### config.mk
export PLATFORM = sky130hd
export DESIGN_NAME = stall_flush_controller
export DESIGN_NICKNAME = d
export VERILOG_FILES = /design/src/rtl/pipeline_ctrl_pkg.sv /design/src/rtl/stall_stats_counter.sv /design/src/rtl/stall_flush_controller.sv
export SDC_FILE = /design/constraint.sdc
export NUM_CORES = 1
export LEC_CHECK = 0
export CAP_MARGIN = 0
export CORE_MARGIN = 2
export CORE_UTILIZATION = 35
export CTS_CLUSTER_SIZE = 30
export DETAILED_ROUTE_END_ITERATION = 16
export DONT_BUFFER_PORTS = 1
export PLACE_DENSITY_LB_ADDON = 0.12
export SLEW_MARGIN = 20
export SYNTH_ARGS = -nofsm -noshare
export SYNTH_HDL_FRONTEND = slang
export SYNTH_SLANG_ARGS = --single-unit
### constraint.sdc
create_clock -name clk -period 4.3 [get_ports clk]
set_input_delay 0.645 -clock clk [delete_from_list [all_inputs] [get_ports clk]]
set_output_delay 0.645 -clock clk [all_outputs]
set_load 0.005 [all_outputs]
### src/rtl/pipeline_ctrl_pkg.sv
// pipeline_ctrl_pkg: shared stall/flush FSM state encoding
package pipeline_ctrl_pkg;
  localparam int STATE_W = 2;
  typedef enum logic [STATE_W-1:0] {
    RUN      = 2'd0,
    LU_STALL = 2'd1,
    MD_WAIT  = 2'd2,
    FLUSH    = 2'd3
  } stall_state_e;
endpackage

### src/rtl/stall_stats_counter.sv
// stall_stats_counter: saturating counters of stall cycles and front-end flushes
module stall_stats_counter #(
  parameter int CNT_W = 32
) (
  input  logic             clk,
  input  logic             rst_n,
  input  logic             stall,
  input  logic             flush,
  output logic [CNT_W-1:0] stall_cycles,
  output logic [CNT_W-1:0] flush_count
);
  // count each stalled cycle and each flush pulse, holding at all-ones
  always_ff @(posedge clk or negedge rst_n) begin
    if (!rst_n) begin
      stall_cycles <= '0;
      flush_count  <= '0;
    end else begin
      if (stall && !(&stall_cycles)) stall_cycles <= stall_cycles + 1'b1;
      if (flush && !(&flush_count)) flush_count <= flush_count + 1'b1;
    end
  end
endmodule

### src/rtl/stall_flush_controller.sv
// stall_flush_controller: pipeline stall/flush FSM; STALL_STATS_EN adds stall/flush counters
module stall_flush_controller
  import pipeline_ctrl_pkg::*;
#(
  parameter int MD_TIMEOUT = 40,
  parameter int CNT_W      = 32
) (
  input  logic               clk,
  input  logic               rst_n,
  input  logic               lu_hazard,
  input  logic               branch_taken_ex,
  input  logic               muldiv_start_ex,
  input  logic               muldiv_done,
  output logic               pc_write_en,
  output logic               if_id_write_en,
  output logic               id_ex_write_en,
  output logic               if_id_flush,
  output logic               id_ex_bubble,
  output logic               ex_mem_bubble,
  output logic [STATE_W-1:0] stall_state,
`ifdef STALL_STATS_EN
  output logic [CNT_W-1:0]   stall_cycles,
  output logic [CNT_W-1:0]   flush_count,
`endif
  output logic               md_timeout_err
);
  localparam int WAIT_W = $clog2(MD_TIMEOUT + 1);
  stall_state_e state, state_nx;
  logic [WAIT_W-1:0] wait_cnt, wait_cnt_nx;
  logic md_err, md_err_nx;
  logic pc_en, if_id_en, id_ex_en, flush, id_bub, ex_bub;
  // state, wait counter and sticky timeout flag
  always_ff @(posedge clk or negedge rst_n) begin
    if (!rst_n) begin
      state    <= RUN;
      wait_cnt <= '0;
      md_err   <= 1'b0;
    end else begin
      state    <= state_nx;
      wait_cnt <= wait_cnt_nx;
      md_err   <= md_err_nx;
    end
  end
  // next state and Mealy control outputs; LU_STALL and FLUSH use the defaults and return to RUN
  always_comb begin
    state_nx    = RUN;
    wait_cnt_nx = '0;
    md_err_nx   = md_err;
    pc_en       = 1'b1;
    if_id_en    = 1'b1;
    id_ex_en    = 1'b1;
    flush       = 1'b0;
    id_bub      = 1'b0;
    ex_bub      = 1'b0;
    case (state)
      RUN: begin
        if (branch_taken_ex) begin
          flush    = 1'b1;
          id_bub   = 1'b1;
          state_nx = FLUSH;
        end else if (muldiv_start_ex && !muldiv_done) begin
          pc_en    = 1'b0;
          if_id_en = 1'b0;
          id_ex_en = 1'b0;
          ex_bub   = 1'b1;
          state_nx = MD_WAIT;
        end else if (!muldiv_start_ex && lu_hazard) begin
          pc_en    = 1'b0;
          if_id_en = 1'b0;
          id_bub   = 1'b1;
          state_nx = LU_STALL;
        end
      end
      MD_WAIT: begin
        if (!muldiv_done && wait_cnt == WAIT_W'(MD_TIMEOUT)) begin
          md_err_nx = 1'b1;
        end else if (!muldiv_done) begin
          pc_en       = 1'b0;
          if_id_en    = 1'b0;
          id_ex_en    = 1'b0;
          ex_bub      = 1'b1;
          wait_cnt_nx = wait_cnt + 1'b1;
          state_nx    = MD_WAIT;
        end
      end
      default: ;
    endcase
  end
  assign pc_write_en    = rst_n & pc_en;
  assign if_id_write_en = rst_n & if_id_en;
  assign id_ex_write_en = rst_n & id_ex_en;
  assign if_id_flush    = rst_n & flush;
  assign id_ex_bubble   = rst_n & id_bub;
  assign ex_mem_bubble  = rst_n & ex_bub;
  assign stall_state    = state;
  assign md_timeout_err = md_err;
`ifdef STALL_STATS_EN
  stall_stats_counter #(.CNT_W(CNT_W)) u_stats (
    .clk          (clk),
    .rst_n        (rst_n),
    .stall        (rst_n & !pc_en),
    .flush        (if_id_flush),
    .stall_cycles (stall_cycles),
    .flush_count  (flush_count)
  );
`endif
endmodule

==> run summary, run 1 <==
max-slew violations = 0
synth warn = 0
# Post-CTS Setup Buffers = 0
DP Wirelength = 710 microns
Slew headroom = 0.775
vias in the first global route = 348
area of the core = 1470 sq um
Max VDD drop = 0.122 mV
WHS = 0.0715 ns
Worst-Skew Late Latency = 0.26 ns
clock sink count = 9
# nets final = 63
full die area = 1860 sq um
slew of the pin with the lowest slew margin = 0.337 ns
DRT iter0 DRCs = 7
FP Rows = 14
Clk pwr share = 0.329
internal power = 0.000143 W
total global routing overflow = 0
post-DR vias/cell = 5.34
critical path required time = 3.65 ns
CP Launch Type = register
H-tree Lvls = 1
post-synthesis sequential area ratio = 0.422
CP peak stage delay = 0.44 ns
ANT nets after route = 0
CTS tree = done
reg2reg path depth = 5
total CTS buffers = 3
Resized Gates After CTS = 0
Max Cap Violations = 0
CTS Hold Buffers Added = 0
initial antenna violation count = 0
post-synth top area share = 0.422
Die Span Y = 43.1 microns
Final Hold Viols = 0
P_leak = 0.247 nW
RSZ-0062 raised after global routing = false
most frequent cells in the layout = nor2_1, dfrtp_1, inv_1
placed instance area = 536 sq um
Synth area leader = dfrtp_1
switching share of power = 0.301
Syn Area/Cell = 10.3 sq um
num ports = 15
Period minus WS final = 2.33 ns
share of cells above drive strength 1 = 0.185
Critical Path End Type = output pin
combinational share of power = 0.173
Die Width = 43.1 microns
setup ws final = 1.97 ns
CTS Root Cell = clkbuf_4
Diodes inserted = 0
total wire length = 949 microns
Residual DRC = 0
Placer Congestion = 0.754
Synth Net Count = 60
total number of vias = 374
Mapped Area = 534 sq um
share of power burned in registers = 0.498
Longest Clk Path Bufs = 2
crit path cell chain = inv_1, ha_1, nand4b_2, o21ai_4, nor3b_2
setup_tns = 0 ns
Arrival @ worst endpoint = 1.69 ns
Critical-path top delay cell = dfrtp_1
leading post-synthesis cells by cell area = dfrtp_1, nor2_1, ha_1
number of I/O port buffers = 0
largest net degree at the start of global routing = 13
GRT Total Usage = 0.121
DRT Pass-1 Iters = 4
NetSw = 0.0000614 W
Gate Count Post-Synth = 52
Synth cell types = 27
WL per Instance = 13.6 microns
placement-stage worst setup slack = 2.24 ns
Initial Util = 0.363
final number of setup-violating endpoints = 0
Seq cells post-synth = 9
status = finished, final reports clean
worst hold path class = input port to asynchronous set/reset pin
pwr dens = 363 nW/um^2
P&R area growth vs syn = 5.15%
clk slew on worst S/H paths = 0.06 ns
Design Area, Final = 562 sq um
Setup CP Type = register to output pin
f_max = 429 MHz
clock skew = 0.00139 ns
CP Max Fanout = 9
Tcrit/Tclk final = 0.542
first-pass GRT wire length = 1570 microns
## power by group through the flow
| stage | sequential [W] | combinational [W] | clock (W) |
|---|---|---|---|
| global route | 0.000103 | 0.0000402 | 0.0000722 |
| CTS | 0.000102 | 0.0000359 | 0.0000685 |
| global placement | 0.000102 | 0.0000346 | 0 |
| detailed placement | 0.000103 | 0.0000358 | 0 |
| finish | 0.000101 | 0.0000353 | 0.0000671 |
| floorplan | 0.000101 | 0.0000324 | 0 |
## metal layers
layer  up-vias  GRT usage  wire, microns
li1        177          -              -
met1       184      0.150            454
met2         9      0.161            426
met3         4     0.0383             33
met4         0      0.115             34
met5         -          0              0
## cell usage after synthesis
master and number:
nand2_1 2, xnor2_1 1, nand4b_2 1, a31o_2 1, nor3b_2 2, and2_1 1, nor2b_1 2, buf_4 1
and3b_1 1, or3_1 1, a21o_1 1, a21oi_1 1, o21ai_0 1, and3_1 1, nor2_1 9, dfrtp_1 9
xor2_1 2, o21a_1 1, ha_1 2, nand3_4 1, nor3b_1 1, nand3_1 2, buf_6 1, inv_1 4
a21oi_2 1, o41ai_1 1, o21ai_4 1
## worst paths after layout
path	startpoint	to	slack (ns)
setup / recovery	wait_cnt[0]	if_id_write_en	1.97
hold / removal	rst_n	stall_state[1]	0.07
setup reg to reg	wait_cnt[0]	stall_state[1]	2.96
hold reg to reg	md_timeout_err	md_timeout_err	0.49
max in group asynchronous	rst_n	wait_cnt[5]	4.16
min in group clk	muldiv_done	stall_state[1]	0.48
## metrics by stage
stage,util,cells,total power (W)
global placement,0.364,66,0.000137
finish,0.382,70,0.000204
CTS,0.382,70,0.000206
global route,0.382,70,0.000215
floorplan,-,52,0.000133
detailed placement,0.364,66,0.000139
## flip-flops by register name (all words and copies together) (netlist names)
signal and flops:
md_timeout_err 1, wait_cnt 6, stall_state 2
## worst max-delay path: cells and delay by family, from the launching register on
family                     cells  cell delay [ns]
DFF                            1             0.44
AOI/OAI and AO/OA              1             0.29
buffers and inverters          1             0.08
and+or+nand+nor                2             0.47
adders and majority gates      1             0.15
## area by class of cell
| cell class | instances | area, sq um |
|---|---|---|
| clock buffers | 4 | 26.3 |
| fillers | 152 | 910 |
| inverters | 4 | 15.0 |
| multi-input cells | 37 | 275 |
| flip-flops and latches | 9 | 225 |
| well taps | 16 | 20.0 |
## cell families after synthesis
kind of cell,share of synthesized area
AO/OA/AOI/OAI,0.126
XOR/XNOR,0.0492
flip-flops,0.422
buffers and inverters,0.0632
adder cells (fa/ha/maj),0.0468
AND/OR/NAND/NOR,0.293
(Power assumes the default switching activity.)
==> run 2: changes to the inputs <==
- clock period: 4.3 -> 1.9 ns (I/O delays scaled with it)
==> run 2 against run 1 <==
Utilization rose by 3.8 points; register-to-register slack worse by 2.4 ns; die area unchanged; sequential share of layout area fell by 3.7 points; critical path type unchanged; largest cell class unchanged.
==> run summary, run 2 (same netlist as run 1, synthesis figures left out) <==
Critical Path End Type = output pin
routed length on met1 = 523 microns
share of cells above drive strength 1 = 0.246
area of the core = 1470 sq um
Die Span Y = 43.1 microns
clk slew on worst S/H paths = 0.07 ns
Final Hold Viols = 0
num ports = 15
setup_tns = 0 ns
Die Width = 43.1 microns
WHS = 0.121 ns
# nets final = 66
FP Rows = 14
Tcrit/Tclk final = 0.939
Period minus WS final = 1.78 ns
total number of vias = 374
Arrival @ worst endpoint = 1.50 ns
DRT Pass-1 Iters = 4
total wire length = 1070 microns
status = finished, final reports clean
Placer Congestion = 0.762
Longest Clk Path Bufs = 2
initial antenna violation count = 0
clock skew = 0.00545 ns
setup ws final = 0.115 ns
total global routing overflow = 0
placement-stage worst setup slack = 0.358 ns
max reg flops = 6
worst hold path class = input port to register
slew of the pin with the lowest slew margin = 0.425 ns
vias in the first global route = 389
most flop-heavy register = wait_cnt
DRT iter0 DRCs = 5
DP Wirelength = 785 microns
Initial Util = 0.363
P&R area growth vs syn = 15.7%
full die area = 1860 sq um
f_max = 560 MHz
Max Cap Violations = 0
critical path required time = 1.62 ns
final number of setup-violating endpoints = 0
max-slew violations = 0
Residual DRC = 0
pwr dens = 798 nW/um^2
met3 wire length = 32 microns
CTS tree = done
most frequent cells in the layout = nor2_1, dfrtp_1, inv_1, clkbuf_4
largest net degree at the start of global routing = 10
Setup CP Type = register to output pin
clock sink count = 9
WL per Instance = 14.7 microns
Slew headroom = 0.716
RSZ-0062 raised after global routing = false
CP Launch Type = register
Worst-Skew Late Latency = 0.26 ns
top sig layer = met4
CP Max Fanout = 4
H-tree Lvls = 1
first-pass GRT wire length = 1770 microns
total CTS buffers = 3
wire length on met2 = 490 microns
Diodes inserted = 0
P_leak = 0.269 nW
number of I/O port buffers = 0
ANT nets after route = 0
GRT Total Usage = 0.137
post-DR vias/cell = 5.12
CTS Root Cell = clkbuf_4
Max VDD drop = 0.268 mV
-- run 2: changes by cell type in the layout (fill, tap and decap cells not counted), sizes merged --
| cell | before | now |
|---|---|---|
| buf | 0 | 2 |
| dlygate4sd3 | 0 | 1 |
-- run 2: worst max-delay path, cell delays in order, from the launching register on --
cell and delay, ns:
dfrtp_1 0.44, inv_2 0.09, ha_4 0.13, nand4b_4 0.13, o21ai_4 0.20, nor3b_4 0.26
-- run 2: repair_timing --
item | CTS | global route
setup buffers | 0 | 1
hold endpoints to repair | 9 | 0
setup endpoints to repair | 0 | 3
hold buffers | 1 | 0
gates resized for setup | 0 | 6
-- run 2: power breakdown --
| group | leakage, nW | internal (W) | total (W) | switching [W] |
|---|---|---|---|---|
| Sequential | 0.122 | 0.000207 | 0.000229 | 0.0000223 |
| Combinational | 0.132 | 0.0000519 | 0.000112 | 0.0000604 |
| Clock | 0.0150 | 0.0000811 | 0.000152 | 0.0000705 |
-- run 2: cell type report --
class | count | area [sq um]
fillers | 158 | 853
multi-input cells | 37 | 303
flip-flops and latches | 9 | 225
repair buffers | 3 | 28.8
clock buffers | 4 | 26.3
well taps | 16 | 20.0
inverters | 4 | 15.0
-- run 2: worst paths after layout --
kind,end,cells after the start,start,slack (ns)
setup / recovery,pc_write_en,5,wait_cnt[0],0.12
hold / removal,stall_state[1],1,muldiv_done,0.12
setup reg to reg,wait_cnt[4],6,wait_cnt[0],0.60
hold reg to reg,md_timeout_err,1,md_timeout_err,0.49
max in group asynchronous,wait_cnt[4],1,rst_n,1.21
min in group asynchronous,stall_state[1],1,rst_n,0.39
-- run 2: layer usage --
layer | track usage | vias to the layer above
li1 | - | 185
met1 | 0.162 | 179
met2 | 0.206 | 6
met3 | 0.0638 | 4
met4 | 0.0727 | 0
met5 | 0 | -
-- run 2: metrics by stage --
| step | utilization | instance area, sq um | std cells | total power [W] |
|---|---|---|---|---|
| after global routing | 0.420 | 618 | 73 | 0.000528 |
| final | 0.420 | 618 | 73 | 0.000493 |
| after global placement | 0.369 | 543 | 67 | 0.000317 |
| after detailed placement | 0.369 | 543 | 67 | 0.000321 |
| after CTS | 0.394 | 579 | 72 | 0.000481 |
| after floorplan | - | 534 | 52 | 0.000301 |
==> run 3: changes to the inputs <==
- GPL_TIMING_DRIVEN: not set -> 0
- SYNTH_HIERARCHICAL: not set -> 1
==> run 3 against run 2 <==
Flip-flop and latch count did not move; combinational power rose by 9.8%; maximum frequency fell by 1.6%; clock power fell by 3%; largest power group unchanged; critical path type unchanged; first-iteration DRC count rose by 100%; clock skew fell by 0.0026 ns; setup slack got worse by 0.028 ns.
==> run summary, run 3 <==
status = finished, final reports clean
clk slew on worst S/H paths = 0.06 ns
total CTS buffers = 3
Placer Congestion = 0.707
setup_tns = 0 ns
setup ws final = 0.0872 ns
Clk pwr share = 0.299
Die Width = 43.1 microns
Design Area, Final = 641 sq um
worst flop-to-flop path startpoint = wait_cnt[0]
Initial Util = 0.363
final number of setup-violating endpoints = 0
CP Max Fanout = 3
DRT iter0 DRCs = 10
share of cells above drive strength 1 = 0.300
f_max = 552 MHz
critical path's top delay family = flip-flops
Hold Path Stages = 1
flop-to-flop setup slack = 0.65 ns
clock skew = 0.00284 ns
Seq cells post-synth = 9
post-synth top area share = 0.422
Gate Count Post-Synth = 52
combinational share of power = 0.248
synth cell count leaders = dfrtp_1, nor2_1, inv_1
Diodes inserted = 0
critical path required time = 1.62 ns
full die area = 1860 sq um
worst hold path class = input port to register
Synth area leader = dfrtp_1
Hold Crit Endpoint = stall_state[1]
# nets final = 69
total number of vias = 387
pwr dens = 774 nW/um^2
most flop-heavy register = wait_cnt
number of I/O port buffers = 0
CP Launch Type = register
RSZ-0062 raised after global routing = false
DRT Pass-1 Iters = 4
Die Span Y = 43.1 microns
Mapped Area = 534 sq um
placement-stage worst setup slack = 0.0460 ns
WHS = 0.111 ns
max-slew violations = 0
vias in the first global route = 352
Max VDD drop = 0.372 mV
post-synthesis sequential area ratio = 0.422
Arrival @ worst endpoint = 1.53 ns
WL per Instance = 13.1 microns
CTS Root Cell = clkbuf_4
Longest Clk Path Bufs = 2
Syn Area/Cell = 10.3 sq um
P&R area growth vs syn = 19.9%
Period minus WS final = 1.81 ns
Residual DRC = 0
clock sink count = 9
first-pass GRT wire length = 1700 microns
Top FF cell, synth = dfrtp_1
Slew headroom = 0.717
# fillers = 154
DP Wirelength = 659 microns
Design Power = 0.000496 W
P_leak = 0.284 nW
Critical-path top delay cell = dfrtp_1
CTS tree = done
switching share of power = 0.300
Max Cap Violations = 0
internal power = 0.000347 W
total global routing overflow = 0
CP peak stage delay = 0.40 ns
num ports = 15
initial antenna violation count = 0
most frequent cells in the layout = nor2_1, dfrtp_1, buf_4
ANT nets after route = 0
reg2reg end = wait_cnt[4]
reg2reg path depth = 6
NetSw = 0.000149 W
Synth cell types = 27
slew of the pin with the lowest slew margin = 0.424 ns
share of power burned in registers = 0.454
area of the core = 1470 sq um
asr flop ratio synth = 1.00
Synth Net Count = 60
Buf/Inv on CP = 2
Critical Path End Type = output pin
Worst-Skew Late Latency = 0.26 ns
largest net degree at the start of global routing = 10
Tcrit/Tclk final = 0.954
crit path cell chain = inv_2, ha_4, nand4b_4, o21ai_4, nor3b_4, buf_4
Setup CP Type = register to output pin
Post-synth EDFFs = 0
placed instance area = 554 sq um
post-DR vias/cell = 5.09
synth warn = 6
total wire length = 998 microns
H-tree Lvls = 1
Final Hold Viols = 0
leading post-synthesis cells by cell area = dfrtp_1, nor2_1, ha_1
max reg flops = 6
FP Rows = 14
HP Start = muldiv_done
GRT Total Usage = 0.133
[run 3: cell counts after synthesis]
No cell type changed its count.
[run 3: kinds of logic after synthesis]
family / Yosys count / share of synthesized area
xor+xnor: 3 / 0.0492
flops: 9 / 0.422
buf+inv: 6 / 0.0632
simple gates: 24 / 0.293
fa+ha+maj: 2 / 0.0468
compound gates: 8 / 0.126
[run 3: area by class of cell]
cell class                      instances  area (sq um)  area share
Buffer                                  2          18.8      0.0293
Sequential cell                         9           225       0.352
Multi-Input combinational cell         37           303       0.473
Timing Repair Buffer                    4          32.5      0.0508
Inverter                                4          15.0      0.0234
Clock buffer                            4          26.3      0.0410
Tap cell                               16          20.0      0.0313
[run 3: how the worst max path moves through the flow]
stage,from,endpoint,cells past startpoint
floorplan,wait_cnt[0],pc_write_en,6
global placement,wait_cnt[0],pc_write_en,6
detailed placement,wait_cnt[0],pc_write_en,6
CTS,wait_cnt[0],pc_write_en,6
global route,wait_cnt[1],pc_write_en,6
finish,wait_cnt[0],pc_write_en,6
[run 3: per-stage QoR]
stage	utilization	cells
5_1_grt	0.435	76
3_5_place_dp	0.377	68
3_3_place_gp	0.377	68
2_1_floorplan	-	52
6_report	0.435	76
4_1_cts	0.429	76
[run 3: power by group through the flow]
stage          registers [W]  logic (W)  clock network (W)
4_1_cts             0.000224   0.000117           0.000154
5_1_grt             0.000227   0.000136           0.000166
3_5_place_dp        0.000232  0.0000852                  0
6_report            0.000225   0.000123           0.000148
2_1_floorplan       0.000228  0.0000734                  0
3_3_place_gp        0.000233  0.0000853                  0
[run 3: what timing repair did]
| action | CTS | global route |
|---|---|---|
| setup buffers | 3 | 0 |
| endpoints found under the hold margin | 9 | 0 |
| hold buffers | 1 | 0 |
| pin swaps | 1 | 2 |
| endpoints found under the setup margin | 3 | 2 |
| resized for setup | 3 | 3 |
[run 3: routing by layer]
layer	vias to the layer above	wire, microns	part of all wire	global-route usage
met5	-	0	0	0
met4	0	20	0.020	0.0727
met3	2	50	0.050	0.0681
met2	8	464	0.46	0.167
met1	186	463	0.46	0.180
li1	191	-	-	-
